--- src/rtl/prog_loader.sv ---
// Program loader: takes a framed byte stream (length, big-endian words, checksum),
// writes words into program RAM and releases the core only after a valid image.
module prog_loader #(
  parameter int ADDR_W        = 8,
  parameter int MAX_WORDS     = 256,
  parameter bit HOLD_AT_RESET = 1'b1
) (
  input  logic              clk,
  input  logic              rst,
  input  logic              start,
  input  logic [7:0]        in_data,
  input  logic              in_valid,
  output logic              in_ready,
  output logic              mem_we,
  output logic [ADDR_W-1:0] mem_addr,
  output logic [15:0]       mem_wdata,
  output logic              cpu_hold,
  output logic              busy,
  output logic              done,
  output logic              error,
  output logic [ADDR_W:0]   words_loaded
);

  typedef enum logic [2:0] {
    S_IDLE, S_LEN_HI, S_LEN_LO, S_DATA_HI, S_DATA_LO, S_CHK, S_DONE, S_ERR
  } state_t;

  state_t      state, state_nx;
  logic [7:0]  len_hi, hi_byte, chk;
  logic [15:0] len, n_rx, cnt_next;
  logic        accept, go;

  assign accept   = in_valid & in_ready;
  assign go       = start & (state == S_IDLE || state == S_DONE || state == S_ERR);
  assign n_rx     = {len_hi, in_data};
  assign cnt_next = 16'(words_loaded) + 16'd1;

  always_ff @(posedge clk) begin
    if (rst) state <= S_IDLE;
    else     state <= state_nx;
  end

  always_comb begin
    state_nx = state;
    case (state)
      S_IDLE, S_DONE, S_ERR: if (go) state_nx = S_LEN_HI;
      S_LEN_HI: if (accept) state_nx = S_LEN_LO;
      S_LEN_LO:
        if (accept) begin
          if (n_rx > 16'(MAX_WORDS)) state_nx = S_ERR;
          else if (n_rx == 16'd0)    state_nx = S_CHK;
          else                       state_nx = S_DATA_HI;
        end
      S_DATA_HI: if (accept) state_nx = S_DATA_LO;
      S_DATA_LO: if (accept) state_nx = (cnt_next < len) ? S_DATA_HI : S_CHK;
      S_CHK:     if (accept) state_nx = (in_data == chk) ? S_DONE : S_ERR;
      default:   state_nx = S_IDLE;
    endcase
  end

  // Status outputs are pure decodes of the state register, so in_ready
  // never depends combinationally on in_valid.
  always_comb begin
    in_ready = 1'b0;
    busy     = 1'b0;
    done     = 1'b0;
    error    = 1'b0;
    cpu_hold = 1'b1;
    case (state)
      S_IDLE:  cpu_hold = HOLD_AT_RESET;
      S_LEN_HI, S_LEN_LO, S_DATA_HI, S_DATA_LO, S_CHK: begin
        in_ready = 1'b1;
        busy     = 1'b1;
      end
      S_DONE:  begin done = 1'b1; cpu_hold = 1'b0; end
      S_ERR:   error = 1'b1;
      default: ;
    endcase
  end

  // words_loaded doubles as the write address counter; it is one bit wider
  // so a full MAX_WORDS image does not wrap.
  always_ff @(posedge clk) begin
    if (rst) begin
      mem_we       <= 1'b0;
      mem_addr     <= '0;
      mem_wdata    <= '0;
      words_loaded <= '0;
      len_hi       <= '0;
      len          <= '0;
      hi_byte      <= '0;
      chk          <= '0;
    end else begin
      mem_we <= 1'b0;
      if (go) begin
        words_loaded <= '0;
        chk          <= '0;
      end
      if (accept) begin
        case (state)
          S_LEN_HI:  len_hi <= in_data;
          S_LEN_LO:  len    <= n_rx;
          S_DATA_HI: begin
            hi_byte <= in_data;
            chk     <= chk + in_data;
          end
          S_DATA_LO: begin
            chk          <= chk + in_data;
            mem_we       <= 1'b1;
            mem_addr     <= words_loaded[ADDR_W-1:0];
            mem_wdata    <= {hi_byte, in_data};
            words_loaded <= words_loaded + (ADDR_W+1)'(1);
          end
          default: ;
        endcase
      end
    end
  end

endmodule

--- config.mk ---
export PLATFORM = sky130hd
export DESIGN_NAME = prog_loader
export DESIGN_NICKNAME = d
export VERILOG_FILES = /design/src/rtl/prog_loader.sv
export SDC_FILE = /design/constraint.sdc
export NUM_CORES = 1
export LEC_CHECK = 0
export BUFFER_PORTS_ARGS = -buffer_cell sky130_fd_sc_hd__clkbuf_2
export CAP_MARGIN = 25
export CORE_ASPECT_RATIO = 2
export CORE_UTILIZATION = 29
export CTS_BUF_LIST = sky130_fd_sc_hd__clkbuf_16
export DETAILED_ROUTE_END_ITERATION = 6
export SLEW_MARGIN = 30
export SYNTH_ARGS = -nofsm -noshare
export SYNTH_HDL_FRONTEND = slang
export SYNTH_SLANG_ARGS = --single-unit
export TNS_END_PERCENT = 20
--- constraint.sdc ---
create_clock -name clk -period 3 [get_ports clk]
set_input_delay 0.6 -clock clk [delete_from_list [all_inputs] [get_ports clk]]
set_output_delay 0.6 -clock clk [all_outputs]
set_load 0.05 [all_outputs]
==> results.cfg, run 1 <==
[run_status]
status = finished clean

[flow_run]
cap_violations = 0

[worst_setup_path]
worstReg2RegStart = words_loaded[0]
r2r-end = state[1]
end_kind = flop
cp-start-kind = flop
crit_arrival_ns = 2.84
critPathMaxFanout = 8
crit_type = reg2reg
reg2regPathDepth = 9
crit_required_ns = 3.28
r2r_setup_slack_ns = 0.44

[timing]
worstMarginPinSlew_ns = 0.635
tns_ns = 0
relSlewSlack_pct = 57.7
finalSetupViolations = 0
fmax_mhz = 391
finalHoldViolations = 0
skew_ns = 0.00366
slew_viol_final = 0
rsz0062_at_grt = false
hold_slack_ns = 0.449
fin_crit_ns = 2.56
min_period_over_period_pct = 85.3

[clock_tree]
hold_buffers = 0
cts_tree = built
cts_root_buffer = clkbuf_16
cts_sinks = 77
cts_buffers = 9
cts_max_path_buffers = 2
cts_max_level = 3
clkTransAtPathRegs_ns = 0.06
cts_setup_buffers = 0
insertion_delay_ns = 0.34
cts-resized-gates = 0

[yosys]
synth.distinct_cells = 42
synth.net_count = 484
yosys-top-cells-area = dfxtp_1 (43%), nand2_1 (14%), a21oi_1 (9.3%)
synth_warnings = 0
synth-edff-count = 0
avgSynthCellArea_um2 = 7.84
ys_seq_area_share_pct = 43.3
yosys.area.top_type = dfxtp_1
synthesis.instances = 454
yosysMostFrequentCell = nand2_1
synth_top_area_share_pct = 43.3
synth_flop_cell = dfxtp_1
ys_seq_elements = 77
synth.top_cells.by_count = nand2_1 (129), dfxtp_1 (77), a21oi_1 (66), nor2_1 (23), ha_1 (17)
synth_area_um2 = 3560
synthArstFlopShare_pct = 0

[floorplanning]
start_util_pct = 30.1
die_y_um = 159
pin_count = 51
core_um2 = 11800
die_area_um2 = 12700
rows = 56
die_w_um = 80.3

[final_layout]
syn_to_final_growth_pct = 19.7
layout.nets = 529
instances_no_fill = 649
drive_gt1_share_pct = 15.5
diodes = 0

[grt]
grt_max_degree = 44
antenna_found_initial = 0
grt-ovfl-total = 0
grt_pass1_vias = 3072
grt_pass1_wl_um = 14800
grt_usage_pct = 15.6

[route]
vias = 3231
drc_errors = 0
antenna_left = 0
vias_per_cell = 4.98
wirelength_um = 9000
wl_per_cell_um = 13.9
dr.first_iter.drc_count = 150
firstDrtPassIters = 4

[place]
numPlacedInstances = 633
place_congestion = 0.842
hpwlAfterDp_um = 6680
portBuffers = 50

[power_and_ir_drop]
leakage_nw = 1.70
cellPowerDensity_nw_per_um2 = 558
vdd_drop_max_mv = 0.356

[hold_path]
hp-class = reg2reg
whs_path_depth = 2
min-delay-start = len[12]
hold_end = len[12]
==> cells in the final DEF (no fill, tap or decap), types with 3 or more instances in the layout <==
| master | instances |
|---|---|
| mux2i_1 | 6 |
| xor2_1 | 3 |
| o211ai_1 | 3 |
| and3_1 | 4 |
| inv_2 | 4 |
| nor4_1 | 5 |
| nand2_1 | 129 |
| a21oi_1 | 66 |
| o21ai_1 | 6 |
| nor2_1 | 23 |
| dfxtp_1 | 77 |
| o21a_1 | 5 |
| a21boi_1 | 3 |
| inv_6 | 3 |
| buf_4 | 6 |
| a21o_1 | 3 |
| clkbuf_2 | 50 |
| a22o_1 | 4 |
| nand3_1 | 11 |
| nor2b_1 | 6 |
| inv_1 | 15 |
| nor3_1 | 8 |
| clkbuf_16 | 9 |
| xnor2_1 | 8 |
| o31ai_1 | 6 |
| ha_1 | 17 |
==> worst max path at each step <==
stage	startpoint	endpoint	slack [ns]	cells past startpoint
after detailed placement	words_loaded[0]	state[1]	0.51	9
after CTS	words_loaded[0]	state[1]	0.47	9
after global placement	words_loaded[0]	state[1]	0.54	9
after floorplan	words_loaded[0]	state[1]	0.25	9
final	words_loaded[0]	state[1]	0.44	9
after global routing	words_loaded[0]	state[1]	0.30	9
==> power by group <==
| part | leakage (nW) | switching (mW) | internal [mW] | total, mW |
|---|---|---|---|---|
| sequential | 0.621 | 0.0153 | 1.03 | 1.05 |
| combinational | 0.926 | 0.110 | 0.0472 | 0.157 |
| clock | 0.158 | 0.436 | 0.732 | 1.17 |
==> kinds of logic after synthesis <==
logic type / synth area share, %
flip-flops: 43.3
XOR/XNOR: 2.71
multiplexers: 1.69
adder cells (fa/ha/maj): 6.54
AND/OR/NAND/NOR: 22.9
buffers and inverters: 4.75
AO/OA/AOI/OAI: 18.1
==> worst max-delay path, stage by stage (launching register included) <==
cell     delay, ns
dfxtp_1       0.45
ha_1          0.27
nand3_1       0.13
or2_1         0.31
nor2_1        0.16
xor2_1        0.11
ha_1          0.21
a211o_1       0.29
or4_1         0.48
nand3_1       0.10
==> layout make-up <==
| type | count | area [um^2] |
|---|---|---|
| Fill cell | 1240 | 7580 |
| Inverter | 19 | 71.3 |
| Timing Repair Buffer | 56 | 295 |
| Clock buffer | 9 | 225 |
| Clock inverter | 7 | 95.1 |
| Multi-Input combinational cell | 336 | 1850 |
| Tap cell | 145 | 181 |
| Sequential cell | 77 | 1540 |
==> registers in the layout, indices dropped and copies added (netlist names) <==
register,count
len,16
hi_byte,8
mem_we,1
mem_addr,8
state,3
words_loaded,9
len_hi,8
chk,8
mem_wdata,16
==> metrics by stage <==
step	util, %	power, mW	worst slack [ns]	area, um^2
finish	36.0	2.37	0.441	4260
global route	36.0	2.46	0.296	4260
CTS	36.0	2.40	0.471	4260
detailed placement	33.3	1.23	0.510	3940
global placement	33.3	1.23	0.536	3940
floorplan	-	1.18	0.251	3560
==> metal layers <==
metal | GRT usage, % | wire, um | vias up
met5 | 0 | 0 | -
met4 | 8.50 | 273 | 0
met3 | 3.27 | 371 | 20
met2 | 28.0 | 4750 | 80
met1 | 16.5 | 3610 | 1502
li1 | - | - | 1629
No activity file was read; power rests on OpenSTA's default activity.
==> inputs of run 2 (changes only) <==
--- a/config.mk
+++ b/config.mk
@@ -8,7 +8,7 @@
 export BUFFER_PORTS_ARGS = -buffer_cell sky130_fd_sc_hd__clkbuf_2
 export CAP_MARGIN = 25
 export CORE_ASPECT_RATIO = 2
-export CORE_UTILIZATION = 29
+export CORE_UTILIZATION = 23
 export CTS_BUF_LIST = sky130_fd_sc_hd__clkbuf_16
 export DETAILED_ROUTE_END_ITERATION = 6
 export SLEW_MARGIN = 30
==> run 2 against run 1 <==
  * Sequential share of layout area fell by 0.56 points
  * Combinational power rose by 5%
  * Sequential power barely moved
  * Cell area rose by 1.6%
  * Largest power group unchanged
  * Critical path depth did not move
  * Fmax rose by 1.4%
  * Total power fell by 2.0%
  * Flip-flop and latch count did not move
  * Clock-buffer cell count did not move
  * Via count fell by 2.3%
==> results.cfg, run 2 (synthesis gave the netlist of run 1 again) <==
[run_status]
status = finished clean

[timing]
fmax_mhz = 396
relSlewSlack_pct = 51.3
finalSetupViolations = 0
slew_viol_final = 0
finalHoldViolations = 0
min_period_over_period_pct = 84.1
setup_slack_ns = 0.476
rsz0062_at_grt = false
worstMarginPinSlew_ns = 0.730
skew_ns = 0.00703
tns_ns = 0
hold_slack_ns = 0.451
fin_crit_ns = 2.52

[hold_path]
hp-class = reg2reg

[worst_setup_path]
crit_slowest_cell = or4_1
crit_required_ns = 3.28
crit_type = reg2reg
critical_path.top_delay_family = simple AND/OR/NAND/NOR gates
end_kind = flop
critPathMaxStageDelay_ns = 0.49
crit_arrival_ns = 2.80
crit_path_cell_trace = ha_1, nand3_1, or2_1, nor2_1, xor2_1, ha_1, a211o_1, or4_1, nand3_1
critPathMaxFanout = 8
crit_buf_inv = 0
cp-start-kind = flop

[grt]
grtUsageMet1_pct = 12.7
grt-ovfl-total = 0
use_met3_pct = 2.57
grt_max_degree = 42
antenna_found_initial = 0
grt_usage_pct = 13.0
grt_busiest_layer = met2
use_met2_pct = 25.0
grt_pass1_wl_um = 15900
grt_pass1_vias = 3139

[route]
wirelength_um = 9880
vias_per_cell = 4.48
firstDrtPassIters = 4
wl_per_cell_um = 14.0
antenna_left = 0
dr.first_iter.drc_count = 141
vias = 3156
drc_errors = 0

[power_and_ir_drop]
vdd_drop_max_mv = 0.292
leakage_nw = 1.71
p_seq_share_pct = 45.0
pwr-share-comb_pct = 7.1
p_sw_share_pct = 25.3
cellPowerDensity_nw_per_um2 = 538
p_int_mw = 1.74
clkPwrFrac_pct = 47.9
switching_power_mw = 0.588

[final_layout]
layout.nets = 531
multi_input_area_um2 = 1850
register_area_um2 = 1540
diodes = 0
drive_gt1_share_pct = 16.0
syn_to_final_growth_pct = 21.5
n_fill_cell = 1693
reg_top3 = len (16), mem_wdata (16), words_loaded (9)
finalInstanceArea_um2 = 4320
layout_common_cells = nand2_1 (129), dfxtp_1 (77), a21oi_1 (66)
mostFrequentLayoutCell = nand2_1

[clock_tree]
cts_max_path_buffers = 2
cts_sinks = 77
cts_buffers = 9
clkTransAtPathRegs_ns = 0.07
cts_root_buffer = clkbuf_16
insertion_delay_ns = 0.34
cts_tree = built
cts-resized-gates = 0
hold_buffers = 0
cts_setup_buffers = 0
cts_max_level = 3

[floorplanning]
die_w_um = 90.0
pin_count = 51
start_util_pct = 23.4
rows = 64
core_um2 = 15200
die_y_um = 178
die_area_um2 = 16000

[place]
hpwlAfterDp_um = 7450
portBuffers = 50
place_congestion = 0.828
place_area_um2 = 4020
place_ws_ns = 0.504

[flow_run]
cap_violations = 0
## run 2: cell count changes in the layout (fill, tap and decap cells not counted), sizes merged
cell / delta
bufinv: -1
inv: +1
buf: +2
clkinvlp: +1
clkinv: -1
## run 2: metal layers
metal | share of wire, % | up-vias
met5 | 0 | -
met2 | 54 | 57
met3 | 3.0 | 19
met4 | 4.0 | 0
met1 | 39 | 1446
li1 | - | 1634
## run 2: layout make-up
type                    count  share of cell area, %
multi-input cells         336                   42.7
flip-flops and latches     77                   35.6
well taps                 198                   5.73
clock buffers               9                   5.21
repair buffers             58                   7.18
inverters                  19                   1.65
clock inverters             7                   1.85
## run 2: metrics by stage
| step | util [%] | power [mW] | instances |
|---|---|---|---|
| finish | 28.4 | 2.33 | 704 |
| global route | 28.4 | 2.41 | 704 |
| CTS | 28.4 | 2.35 | 704 |
| detailed placement | 26.4 | 1.24 | 688 |
| global placement | 26.4 | 1.24 | 688 |
| floorplan | - | 1.18 | 454 |
## run 2: path summary, 6_finish.rpt
| check | start | to | slack (ns) | cells after the start |
|---|---|---|---|---|
| worst min-delay path | len[12] | len[12] | 0.45 | 2 |
| worst max-delay path | words_loaded[0] | state[1] | 0.48 | 9 |
| worst min register to register | len[12] | len[12] | 0.45 | 2 |
| worst max register to register | words_loaded[0] | state[1] | 0.48 | 9 |
## run 2: power by group through the flow
stage	Sequential, mW	Combinational (mW)	Clock [mW]
2_1_floorplan	1.06	0.117	0
5_1_grt	1.05	0.179	1.18
3_3_place_gp	1.07	0.167	0
4_1_cts	1.05	0.167	1.14
6_report	1.05	0.165	1.12
3_5_place_dp	1.07	0.167	0
## run 2: tightest hold or removal path, stage by stage (launching register included)
cell     delay (ns)
dfxtp_1        0.31
nand2_1        0.05
a21oi_1        0.05
